[config.mk]
export PLATFORM = sky130hd
export DESIGN_NAME = vector_mem_access_unit
export DESIGN_NICKNAME = d
export VERILOG_FILES = /design/src/rtl/vector_mem_access_unit.sv
export SDC_FILE = /design/constraint.sdc
export NUM_CORES = 1
export LEC_CHECK = 0
export CAP_MARGIN = 20
export CORE_AREA = 2 2 231 233
export CTS_BUF_LIST = sky130_fd_sc_hd__clkbuf_2
export CTS_CLUSTER_SIZE = 30
export DETAILED_ROUTE_END_ITERATION = 10
export DIE_AREA = 0 0 233 235
export DONT_BUFFER_PORTS = 1
export PLACE_DENSITY = 0.41
export SLEW_MARGIN = 10
export SYNTH_ARGS = -nofsm -noshare
export SYNTH_HDL_FRONTEND = slang
export SYNTH_SLANG_ARGS = --single-unit
[constraint.sdc]
create_clock -name clk -period 1.6 [get_ports clk]
set_clock_uncertainty 0.05 [all_clocks]
set_input_delay 0.4 -clock clk [delete_from_list [all_inputs] [get_ports clk]]
set_output_delay 0.4 -clock clk [all_outputs]
set_load 0.02 [all_outputs]
[src/rtl/vector_mem_access_unit.sv]
// vector_mem_access_unit: memory-stage controller that runs vector loads and stores against a
// data memory with a 1-cycle registered read, doing read-modify-write for lane-masked stores.
//   clk, rst (sync, active-low)
//   req_*  : valid/ready request from execute (is_store, addr, wdata, lane_mask, tag)
//   resp_* : valid/ready response to writeback (rdata, tag, is_store, err)
//   mem_*  : data memory port (we, addr, wdata out; rdata in, valid the cycle after a read)
module vector_mem_access_unit #(
    parameter int dataSize       = 32,
    parameter int addressingSize = 32,
    parameter int vecSize        = 4,
    parameter int tagSize        = 5
) (
    input  logic                          clk,
    input  logic                          rst,
    input  logic                          req_valid,
    output logic                          req_ready,
    input  logic                          req_is_store,
    input  logic [addressingSize-1:0]     req_addr,
    input  logic [vecSize*dataSize-1:0]   req_wdata,
    input  logic [vecSize-1:0]            req_lane_mask,
    input  logic [tagSize-1:0]            req_tag,
    output logic                          resp_valid,
    input  logic                          resp_ready,
    output logic [vecSize*dataSize-1:0]   resp_rdata,
    output logic [tagSize-1:0]            resp_tag,
    output logic                          resp_is_store,
    output logic                          resp_err,
    output logic                          mem_we,
    output logic [addressingSize-1:0]     mem_addr,
    output logic [vecSize*dataSize-1:0]   mem_wdata,
    input  logic [vecSize*dataSize-1:0]   mem_rdata
);
    typedef enum logic [2:0] {IDLE, ISSUE, CAPT, WRITE, RESP} state_t;
    state_t state, nxt;
    logic [addressingSize-1:0]   addr_q;
    logic [vecSize*dataSize-1:0] wdata_q, rdata_q, merged, loaded;
    logic [vecSize-1:0]          mask_q;
    logic [tagSize-1:0]          tag_q;
    logic                        st_q, err_q, acc, misal, full;
    assign req_ready     = state == IDLE;
    assign acc           = req_valid & req_ready;
    assign misal         = req_addr[1:0] != 2'b00;
    assign full          = &mask_q;
    assign resp_valid    = state == RESP;
    assign resp_rdata    = rdata_q;
    assign resp_tag      = tag_q;
    assign resp_is_store = st_q;
    assign resp_err      = err_q;
    assign mem_addr      = addr_q;
    // wdata_q is overwritten with the merged vector in CAPT, so it always holds what gets written
    assign mem_wdata     = wdata_q;
    // gated by rst so an abandoned read-modify-write can never reach the memory
    assign mem_we        = rst & ((state == ISSUE & st_q & full) | state == WRITE);
    always_comb begin
        merged = '0;
        loaded = '0;
        for (int i = 0; i < vecSize; i++) begin
            merged[i*dataSize +: dataSize] = mask_q[i] ? wdata_q[i*dataSize +: dataSize] : mem_rdata[i*dataSize +: dataSize];
            loaded[i*dataSize +: dataSize] = mask_q[i] ? mem_rdata[i*dataSize +: dataSize] : '0;
        end
    end
    always_comb begin
        nxt = state;
        unique case (state)
            IDLE:  nxt = !acc ? IDLE : (misal || (req_is_store && req_lane_mask == '0)) ? RESP : ISSUE;
            ISSUE: nxt = (st_q && full) ? RESP : CAPT;
            CAPT:  nxt = st_q ? WRITE : RESP;
            WRITE: nxt = RESP;
            RESP:  nxt = resp_ready ? IDLE : RESP;
            default: nxt = IDLE;
        endcase
    end
    always_ff @(posedge clk)
        state <= !rst ? IDLE : nxt;
    always_ff @(posedge clk) begin
        if (!rst) begin
            addr_q  <= '0;
            wdata_q <= '0;
            rdata_q <= '0;
            mask_q  <= '0;
            tag_q   <= '0;
            st_q    <= 1'b0;
            err_q   <= 1'b0;
        end else begin
            if (acc) begin
                addr_q  <= req_addr;
                wdata_q <= req_wdata;
                mask_q  <= req_lane_mask;
                tag_q   <= req_tag;
                st_q    <= req_is_store;
                err_q   <= misal;
                rdata_q <= '0;
            end
            if (state == CAPT) begin
                if (st_q) wdata_q <= merged;
                else rdata_q <= loaded;
            end
        end
    end
endmodule

==> impl_metrics.env <==
export IMPL_slew_viol_final=0
export IMPL_synth_edf_count=0
export IMPL_p_sw_mw=6.12
export IMPL_place_gp_congestion=0.802
export IMPL_die_h_um=235
export IMPL_hpwlAfterDp_um=30800
export IMPL_reg2reg_depth=11
export IMPL_start_util=0.219
export IMPL_final_common_cell="dfxtp_4"
export IMPL_multi_input_area_mm2=0.00669
export IMPL_nets=1938
export IMPL_die_x_um=233
export IMPL_arrival_ns=2.13
export IMPL_critPathCaptureType="output pin"
export IMPL_min_path_cells=2
export IMPL_critPathKind="reg -> out"
export IMPL_drive_gt1_frac=0.549
export IMPL_comb_power_share=0.198
export IMPL_worstPathCellList="and3_4, a31oi_4, nor4b_4, buf_4"
export IMPL_path_depth=4
export IMPL_async_flop_share=0
export IMPL_final_cell_area_mm2=0.0210
export IMPL_worst_ep_required_time_ns=1.15
export IMPL_synthFlopType="dfxtp_1"
export IMPL_slowest_stage="dfxtp_2"
export IMPL_num_fill_cells=4969
export IMPL_portBuffers=0
export IMPL_outcome="finished with violations"
export IMPL_cts_buffers_inserted=86
export IMPL_routed_wirelength_um=58800
export IMPL_power_density_mw_per_mm2=885
export IMPL_dieArea_mm2=0.0548
export IMPL_clkTransAtPathRegs_ns=0.11
export IMPL_antenna_found_initial=4
export IMPL_r2r_end="resp_rdata[54]"
export IMPL_seqPwrFrac=0.461
export IMPL_swShare=0.330
export IMPL_slew_headroom=0.264
export IMPL_htree_levels=3
export IMPL_hold_path_class="in -> reg"
export IMPL_synth_area_mm2=0.0114
export IMPL_critical_path_top_delay_family="simple AND/OR/NAND/NOR gates"
export IMPL_num_io_pins=600
export IMPL_post_route_drc_count=0
export IMPL_synth_nets=1524
export IMPL_cts_buffer_depth=3
export IMPL_root_buffer="clkbuf_2"
export IMPL_power_leakage_nw=7.40
export IMPL_worst_slew_pin_slew_ns=1.10
export IMPL_power_share_clock=0.341
export IMPL_cap_violations=0
export IMPL_drtAntennaViolNets=0
export IMPL_r2r_start="resp_is_store"
export IMPL_whs_ns=-0.551
export IMPL_grt_usage=0.185
export IMPL_regArea_mm2=0.00717
export IMPL_final_min_clock_period_ns=2.58
export IMPL_clkSinkCount=302
export IMPL_post_route_period_util=1.61
export IMPL_rows=84
export IMPL_setup_viol=599
export IMPL_drt_wirelength_per_cell_um=24.6
export IMPL_synthCells=1222
export IMPL_cts_tree="done"
export IMPL_ys_seq_area_frac=0.529
export IMPL_irDropWorstVdd_mv=0.548
export IMPL_viasPerCell=4.90
export IMPL_grt_pass1_wl_um=76300
export IMPL_hold_path_end="mem_wdata[127]"
export IMPL_vias=11720
export IMPL_critPathMaxStageDelay_ns=0.34
export IMPL_postPlaceCellArea_mm2=0.0131
export IMPL_violations="hold timing, setup timing"
export IMPL_worst_r2r_setup_slack_ns=-0.53
export IMPL_worst_setup_path_start_kind="flop"
export IMPL_crit_buf_inv=1
export IMPL_rsz0062_at_grt="true"
export IMPL_crit_path_max_fanout=2
export IMPL_tns_ns=-199.33
export IMPL_grt_max_degree=303
export IMPL_intPower_mw=12.4
export IMPL_synth_seq_cells=302
export IMPL_synth_avg_cell_area_um2=9.35
export IMPL_hold_viol=164
export IMPL_fmax_mhz=388
export IMPL_final_setup_worst_slack_ns=-0.979
export IMPL_core_mm2=0.0522
export IMPL_synth_distinct_cells=30
export IMPL_synthToLayoutAreaGrowth_pct=83.4
export IMPL_fin_util=0.401
export IMPL_layout_common_cells="297 x dfxtp_4, 270 x dlygate4sd3_1, 207 x nor2_1"
export IMPL_holdCritStartpoint="rst"
export IMPL_yosysWarnings=0
export IMPL_clk_latency_ns=1.03
export IMPL_overflow=0
export IMPL_first_pass_iters=5
export IMPL_grt_pass1_vias=11732
export IMPL_drtIter0Drc=464
metrics by stage:
stage	worst slack (ns)	instances	total power, mW
after floorplan	-0.133	1222	10.0
after global placement	-0.349	1861	10.3
after detailed placement	-0.389	1861	10.4
after CTS	-1.21	2320	18.0
after global routing	-1.24	2393	19.5
final	-0.979	2393	18.6
synth_stat cells (2+ instances only):
| cell | n | area share |
|---|---|---|
| buf_8 | 3 | 0.0039 |
| buf_2 | 42 | 0.018 |
| nand2b_1 | 4 | 0.0022 |
| nand2_1 | 85 | 0.028 |
| a21oi_1 | 4 | 0.0018 |
| nor3_1 | 2 | 0.00088 |
| inv_1 | 2 | 0.00066 |
| nor3b_1 | 3 | 0.0020 |
| buf_6 | 12 | 0.012 |
| o221ai_1 | 128 | 0.098 |
| a22oi_1 | 128 | 0.084 |
| a21boi_0 | 42 | 0.028 |
| clkbuf_1 | 57 | 0.019 |
| and2_0 | 4 | 0.0022 |
| and3_1 | 2 | 0.0011 |
| nor4b_4 | 2 | 0.0042 |
| nor2_1 | 259 | 0.085 |
| dfxtp_1 | 302 | 0.53 |
| nor2b_1 | 128 | 0.070 |
| o21ai_2 | 3 | 0.0023 |
repair_timing:
| item | CTS | global route |
|---|---|---|
| hold buffers | 246 | 24 |
| pin swaps | 14 | 167 |
| endpoints found under the setup margin | 599 | 599 |
| hold endpoints to repair | 302 | 302 |
| resized for setup | 666 | 363 |
| cloned | 28 | 32 |
| setup buffers | 34 | 36 |
flip-flops by register name, indices dropped and copies added (netlist names):
signal         count
mem_wdata        128
resp_rdata       128
mem_addr          32
resp_tag           5
mask_q             4
state              3
resp_err           1
resp_is_store      1
power by group through the flow:
stage          Clock, mW  Combinational, mW  Sequential, mW
6_report            6.32               3.68            8.55
5_1_grt             7.04               3.89            8.60
4_1_cts             6.56               2.91            8.48
3_5_place_dp           0               1.50            8.86
3_3_place_gp           0               1.47            8.86
2_1_floorplan          0               1.27            8.74
cells by family after synthesis:
group | after synthesis | share of synthesized area
simple gates | 494 | 0.200
compound gates | 310 | 0.218
flops | 302 | 0.529
buf+inv | 116 | 0.0535
routing by layer:
layer	GRT usage	part of all wire	vias up
met3	0.0666	0.082	147
li1	-	-	5284
met2	0.318	0.51	587
met1	0.204	0.37	5702
met5	0	0	-
met4	0.0803	0.032	0
worst register-to-register path, delay by kind of cell, from the launching register on:
kind | cells | cell delay [ns]
and+or+nand+nor | 3 | 0.47
DFF | 1 | 0.36
AOI/OAI and AO/OA | 1 | 0.17
buffers and inverters | 7 | 0.99
layout make-up:
type,count,share of cell area
tap,688,0.0411
sequential,302,0.342
clock inverter,25,0.0106
inverter,2,0.000358
clock buffer,127,0.0303
timing repair buffer,439,0.256
antenna,5,0.000597
multi-input combinational,805,0.319
worst max path at each step:
stage | end | slack, ns | start
global route | mem_we | -1.24 | mask_q[0]
detailed placement | resp_rdata[54] | -0.39 | state[1]
global placement | resp_rdata[61] | -0.35 | state[1]
floorplan | mem_wdata[100] | -0.13 | state[0]
finish | mem_we | -0.98 | mask_q[0]
CTS | mem_we | -1.21 | resp_is_store
(Power assumes the default switching activity.)
==> edit 1: new RTL, config.mk and constraints unchanged <==
`addressingSize`: 32 -> 16.
--- a/src/rtl/vector_mem_access_unit.sv
+++ b/src/rtl/vector_mem_access_unit.sv
@@ -8,3 +8,3 @@
     parameter int dataSize       = 32,
-    parameter int addressingSize = 32,
+    parameter int addressingSize = 16,
     parameter int vecSize        = 4,
Ports: changed (resized mem_addr and req_addr); port bits go from 600 to 568. The function was not compared with the original's and may differ.
==> edit 1 against the unedited design <==
- total power is 6.7% lower
- area after synthesis is 5.8% lower
- clock power is 8.7% lower
- the flow still finishes with violations (hold timing, setup timing)
- sequential cell count down 16
- wire length fell by 9.4%
- sequential power is 5.4% lower
- critical path depth stayed put
- hold slack improved by 0.060 ns
- first-iteration DRC count decreased by 1.5%
- critical endpoint unchanged
- final area shrank 7.6%
- highest routed layer is now met5
- core utilization decreased by 3.0 points
- worst setup slack improved by 0.023 ns
- cell count down 7.9%
==> edit 1: results <==
clocking:
  clk_pin_slew_ns: 0.09
  clkLatencyLatePin_ns: 1.00
  cts_buffers: 85
  root_buffer: "clkbuf_2"
place:
  place.gp.congestion: 0.7783
  dp.cells: 1793
  dp.final_hpwl_mm: 28.03
  dpl_cell_area_sq_um: 12180
route:
  wirelength_mm: 53.32
  avgViaCountPerCell: 4.836
  drt_first_pass_iters: 5
  avgRoutedWirePerCell_um: 24.18
  drtIter0Drc: 457
status:
  status: "finished, violations left"
  violations: "hold timing, setup timing"
timing:
  tns_ns: -179.52
  timing.final.ws_setup_ns: -0.9557
  timing.hold.ws_ns: -0.4912
  finalHoldViolations: 263
  tightestPinTransition_ns: 0.7193
  finalSetupViolCount: 567
synth:
  synth_seq_area_share_pct: 53.18
  async_reset_ff_share_pct: 0
  ys_top_cells_by_area: "dfxtp_1, o221ai_1, nor2_1"
  yosysUniqueCellTypes: 31
  synthCells: 1155
  synth_commonest_cells: "dfxtp_1, nor2_1, a22oi_1, nor2b_1, o221ai_1"
  syn_nets: 1441
worst_setup_path:
  crit_arrival_ns: 2.11
  critPathLaunch: "resp_is_store$_SDFFE_PN0P_"
  r2r_start: "state[0]$_SDFF_PN0_"
  critPathSlowestCell: "dfxtp_4"
  max_stage_delay_ns: 0.36
power:
  p_leak_nw: 6.663
  vdd.ir_drop.worst_mv: 0.4165
  powerDensity_nw_per_um2: 893.3
final_layout:
  layout.nets: 1744
  fill_cells: 5043
  drive_above_1_share_pct: 60.13
global_route:
  grt.total_usage_pct: 17.03
  grt_first_pass_wirelength_mm: 70.23
  antenna_found_initial: 3
  grt_max_degree: 287
  grt_pass1_vias: 10920
min_path:
  hold_start: "mem_rdata[108]"
-- edit 1: cell count changes after synthesis, moves of 3 or more --
cell / before / now
nand2_1: 85 / 54
a21boi_0: 42 / 26
dfxtp_1: 302 / 286
buf_2: 42 / 35
clkbuf_1: 57 / 63
and2_0: 4 / 0
and2_1: 0 / 4
buf_6: 12 / 8
buf_4: 0 / 3
buf_8: 3 / 0
-- edit 1: worst max-delay path, delay by kind of cell, from the launching register on --
family	cells	cell delay (ns)
AO/OA/AOI/OAI	1	0.12
buffers and inverters	1	0.22
flip-flops	1	0.36
AND/OR/NAND/NOR	2	0.44
-- edit 1: cell type report --
cell class | instances | share of cell area [%]
Antenna cell | 2 | 0.02583
Clock buffer | 122 | 3.151
Clock inverter | 22 | 0.7878
Inverter | 2 | 0.03874
Multi-Input combinational cell | 757 | 33.29
Sequential cell | 286 | 35.00
Tap cell | 688 | 4.443
Timing Repair Buffer | 326 | 23.27
-- edit 1: timing repair --
action,CTS,global route
gates cloned,27,29
buffers inserted,39,19
hold buffers,152,18
pin swaps,47,231
resized for setup,705,371
hold endpoints to repair,286,286
endpoints found under the setup margin,560,567
-- edit 1: layer usage --
metal,GRT usage (%),routed length (um)
met5,0,13
met4,7.759,1440
met3,5.522,4271
met2,29.01,27050
met1,19.21,20550
-- edit 1: through the flow --
step	util, %	setup slack (ns)	hold WS, ns
after floorplan	-	-0.1448	0.4302
after global placement	23.31	-0.1957	0.4888
final	37.09	-0.9557	-0.4912
after CTS	32.86	-1.148	-0.7325
after detailed placement	23.31	-0.2095	0.4967
after global routing	37.09	-1.201	-0.6998
-- edit 1: kinds of logic (layout without fill, tap and decap cells) --
group	count (synthesis)	after routing	share of synthesized area (%)
buffers and inverters	112	472	4.974
flip-flops	286	286	53.18
AND/OR/NAND/NOR	461	461	19.84
AO/OA/AOI/OAI	296	296	22.00
other	0	2	0
-- edit 1: final timing paths --
| kind | endpoint | slack [ns] | cells past startpoint |
|---|---|---|---|
| worst max register to register | mem_wdata[99]$_SDFFE_PN0P_ | -0.54 | 10 |
| worst min-delay path | resp_rdata[108]$_SDFF_PN0_ | -0.49 | 2 |
| worst max-delay path | mem_we | -0.96 | 4 |
| worst min register to register | mem_addr[12]$_SDFFE_PN0P_ | 0.46 | 2 |
-- edit 1: where the power goes --
group	leakage (nW)	switching, mW	internal [mW]
Combinational	3.55	1.57	1.88
Sequential	2.54	0.806	7.28
Clock	0.577	3.41	2.36
Total	6.66	5.78	11.5
==> edit 2: new RTL, config.mk and constraints unchanged <==
Made on the original files. Register the output `resp_err` once more, cleared by the reset; this adds one clock of latency there. The other outputs are not delayed to match.
--- a/src/rtl/vector_mem_access_unit.sv
+++ b/src/rtl/vector_mem_access_unit.sv
@@ -47,3 +47,9 @@
     assign resp_is_store = st_q;
-    assign resp_err      = err_q;
+    always_ff @(posedge clk) begin
+        if (!rst) begin
+            resp_err <= '0;
+        end else begin
+            resp_err <= err_q;
+        end
+    end
     assign mem_addr      = addr_q;
Formal check against the unedited RTL: not equivalent (Yosys sat finds a counterexample within 4 cycles, from zero or initial values and one cycle with rst low).
==> edit 2 against the unedited design <==
- the flow still finishes with violations (hold timing, setup timing)
- area after synthesis up 0.19%
- via count down 5.6%
- final area down 10%
- worst setup slack better by 0.11 ns
- combinational power down 26%
- cell count down 2.0%
- wire length down 17%
- synthesized cell count up 0.25%
- core utilization down 4.0 points
- critical endpoint unchanged
- critical path type unchanged
- sequential cell count up 1
- total power down 6.8%
- sequential share of layout area up 3.9 points
- critical path depth unchanged
==> edit 2: results <==
min_path:
  min_path_cells: 1
  holdPathEnd: "mem_addr[30]$_SDFFE_PN0P_"
synth:
  synth_seq_area_share_pct: 52.97
  syn_nets: 1527
  synth_commonest_cells: "dfxtp_1, nor2_1, a22oi_1, nor2b_1, o221ai_1"
  ys_top_cells_by_area: "dfxtp_1, o221ai_1, nor2_1"
  yosysUniqueCellTypes: 31
timing:
  finalSetupViolCount: 599
  timing.hold.ws_ns: -0.4983
  timing.final.ws_setup_ns: -0.8720
  finalHoldViolations: 270
  slew_headroom_pct: 49.15
route:
  drtIter0Drc: 548
  avgRoutedWirePerCell_um: 20.91
  avgViaCountPerCell: 4.719
clocking:
  clk_pin_slew_ns: 0.09
  clkLatencyLatePin_ns: 0.99
global_route:
  grt_first_pass_wirelength_mm: 70.90
  grt.total_usage_pct: 16.96
  grt_pass1_vias: 11510
  antenna_found_initial: 5
final_layout:
  fill_cells: 5136
  drive_above_1_share_pct: 44.01
  layout.nets: 1887
status:
  status: "finished, violations left"
  violations: "hold timing, setup timing"
place:
  dp_worst_setup_slack_ns: -0.2700
  dp.final_hpwl_mm: 31.21
  place.gp.congestion: 0.8187
worst_setup_path:
  r2r-end: "mem_wdata[26]$_SDFFE_PN0P_"
  r2r_start: "state[2]$_SDFF_PN0_"
  critPathSlowestCell: "dfxtp_4"
  crit_arrival_ns: 2.02
  reg2reg_slack_ns: -0.34
  max_stage_delay_ns: 0.36
power:
  vdd.ir_drop.worst_mv: 0.4523
  p_leak_nw: 6.602
[edit 2: changes by cell type in the layout (fill, tap and decap cells not counted), moves of 13 or more]
cell       delta
a21boi_2     -17
o221ai_2     -20
clkbuf_16    -20
nand2_1      +40
nand2_2      -15
nand2_4      -25
nor2_4       -31
nor2_2       -20
a21boi_1     -23
buf_6        -21
nor2_1       +50
o221ai_1     +32
buf_16       -13
a21boi_0     +40
[edit 2: worst max path at each step]
stage / to / startpoint / depth (start not counted) / slack [ns]
global placement: mem_wdata[32]$_SDFFE_PN0P_ / state[1]$_SDFF_PN0_ / 7 / -0.23
finish: mem_we / resp_is_store$_SDFFE_PN0P_ / 4 / -0.87
global route: mem_we / mask_q[0]$_SDFFE_PN0P_ / 4 / -1.07
floorplan: mem_wdata[58]$_SDFFE_PN0P_ / state[0]$_SDFF_PN0_ / 7 / -0.14
detailed placement: mem_wdata[32]$_SDFFE_PN0P_ / state[1]$_SDFF_PN0_ / 7 / -0.27
CTS: mem_we / mask_q[0]$_SDFFE_PN0P_ / 4 / -1.11
[edit 2: cell families (layout without fill, tap and decap cells)]
kind of cell | after synthesis | after routing | synth area share [%]
flops | 303 | 303 | 52.97
simple gates | 495 | 495 | 20.00
compound gates | 310 | 310 | 21.73
buf+inv | 117 | 544 | 5.299
other cells | 0 | 4 | 0
[edit 2: cell type report]
type	instances	share of cell area [%]
diodes	4	0.05304
clock buffers	129	3.421
clock inverters	26	0.9547
inverters	2	0.03978
multi-input cells	805	30.11
flip-flops and latches	303	38.07
well taps	688	4.561
repair buffers	387	22.79
[edit 2: power by group]
group | internal [mW] | switching [mW] | total, mW
combinational | 1.47 | 1.26 | 2.72
clock | 2.51 | 3.54 | 6.04
sequential | 7.73 | 0.787 | 8.52
[edit 2: what timing repair did]
item,in CTS,in global routing
endpoints found under the hold margin,303,303
gates resized for setup,622,37
hold buffers,221,51
pin swaps,2,3
gates cloned,9,0
buffers inserted,16,7
setup endpoints to repair,595,599
[edit 2: routing by layer]
layer | wire (um) | vias to the layer above | part of all wire, % | track usage, %
met5 | 0 | - | 0 | 0
met4 | 1542 | 0 | 3.1 | 7.856
met3 | 4014 | 108 | 8.2 | 5.850
met2 | 24410 | 495 | 50 | 28.72
met1 | 19040 | 5318 | 39 | 19.01
li1 | - | 5141 | - | -
[edit 2: metrics by stage]
step / cell area (sq um) / setup TNS [ns] / util (%) / hold WS, ns / instances
5_1_grt: 18870 / -209.75 / 36.13 / -0.6668 / 2344
3_5_place_dp: 13380 / -37.95 / 25.61 / 0.4029 / 1882
4_1_cts: 18100 / -207.36 / 34.65 / -0.7436 / 2283
6_report: 18870 / -139.57 / 36.13 / -0.4983 / 2344
3_3_place_gp: 13380 / -30.98 / 25.61 / 0.3880 / 1882
2_1_floorplan: 12250 / -27.27 / - / 0.3805 / 1225
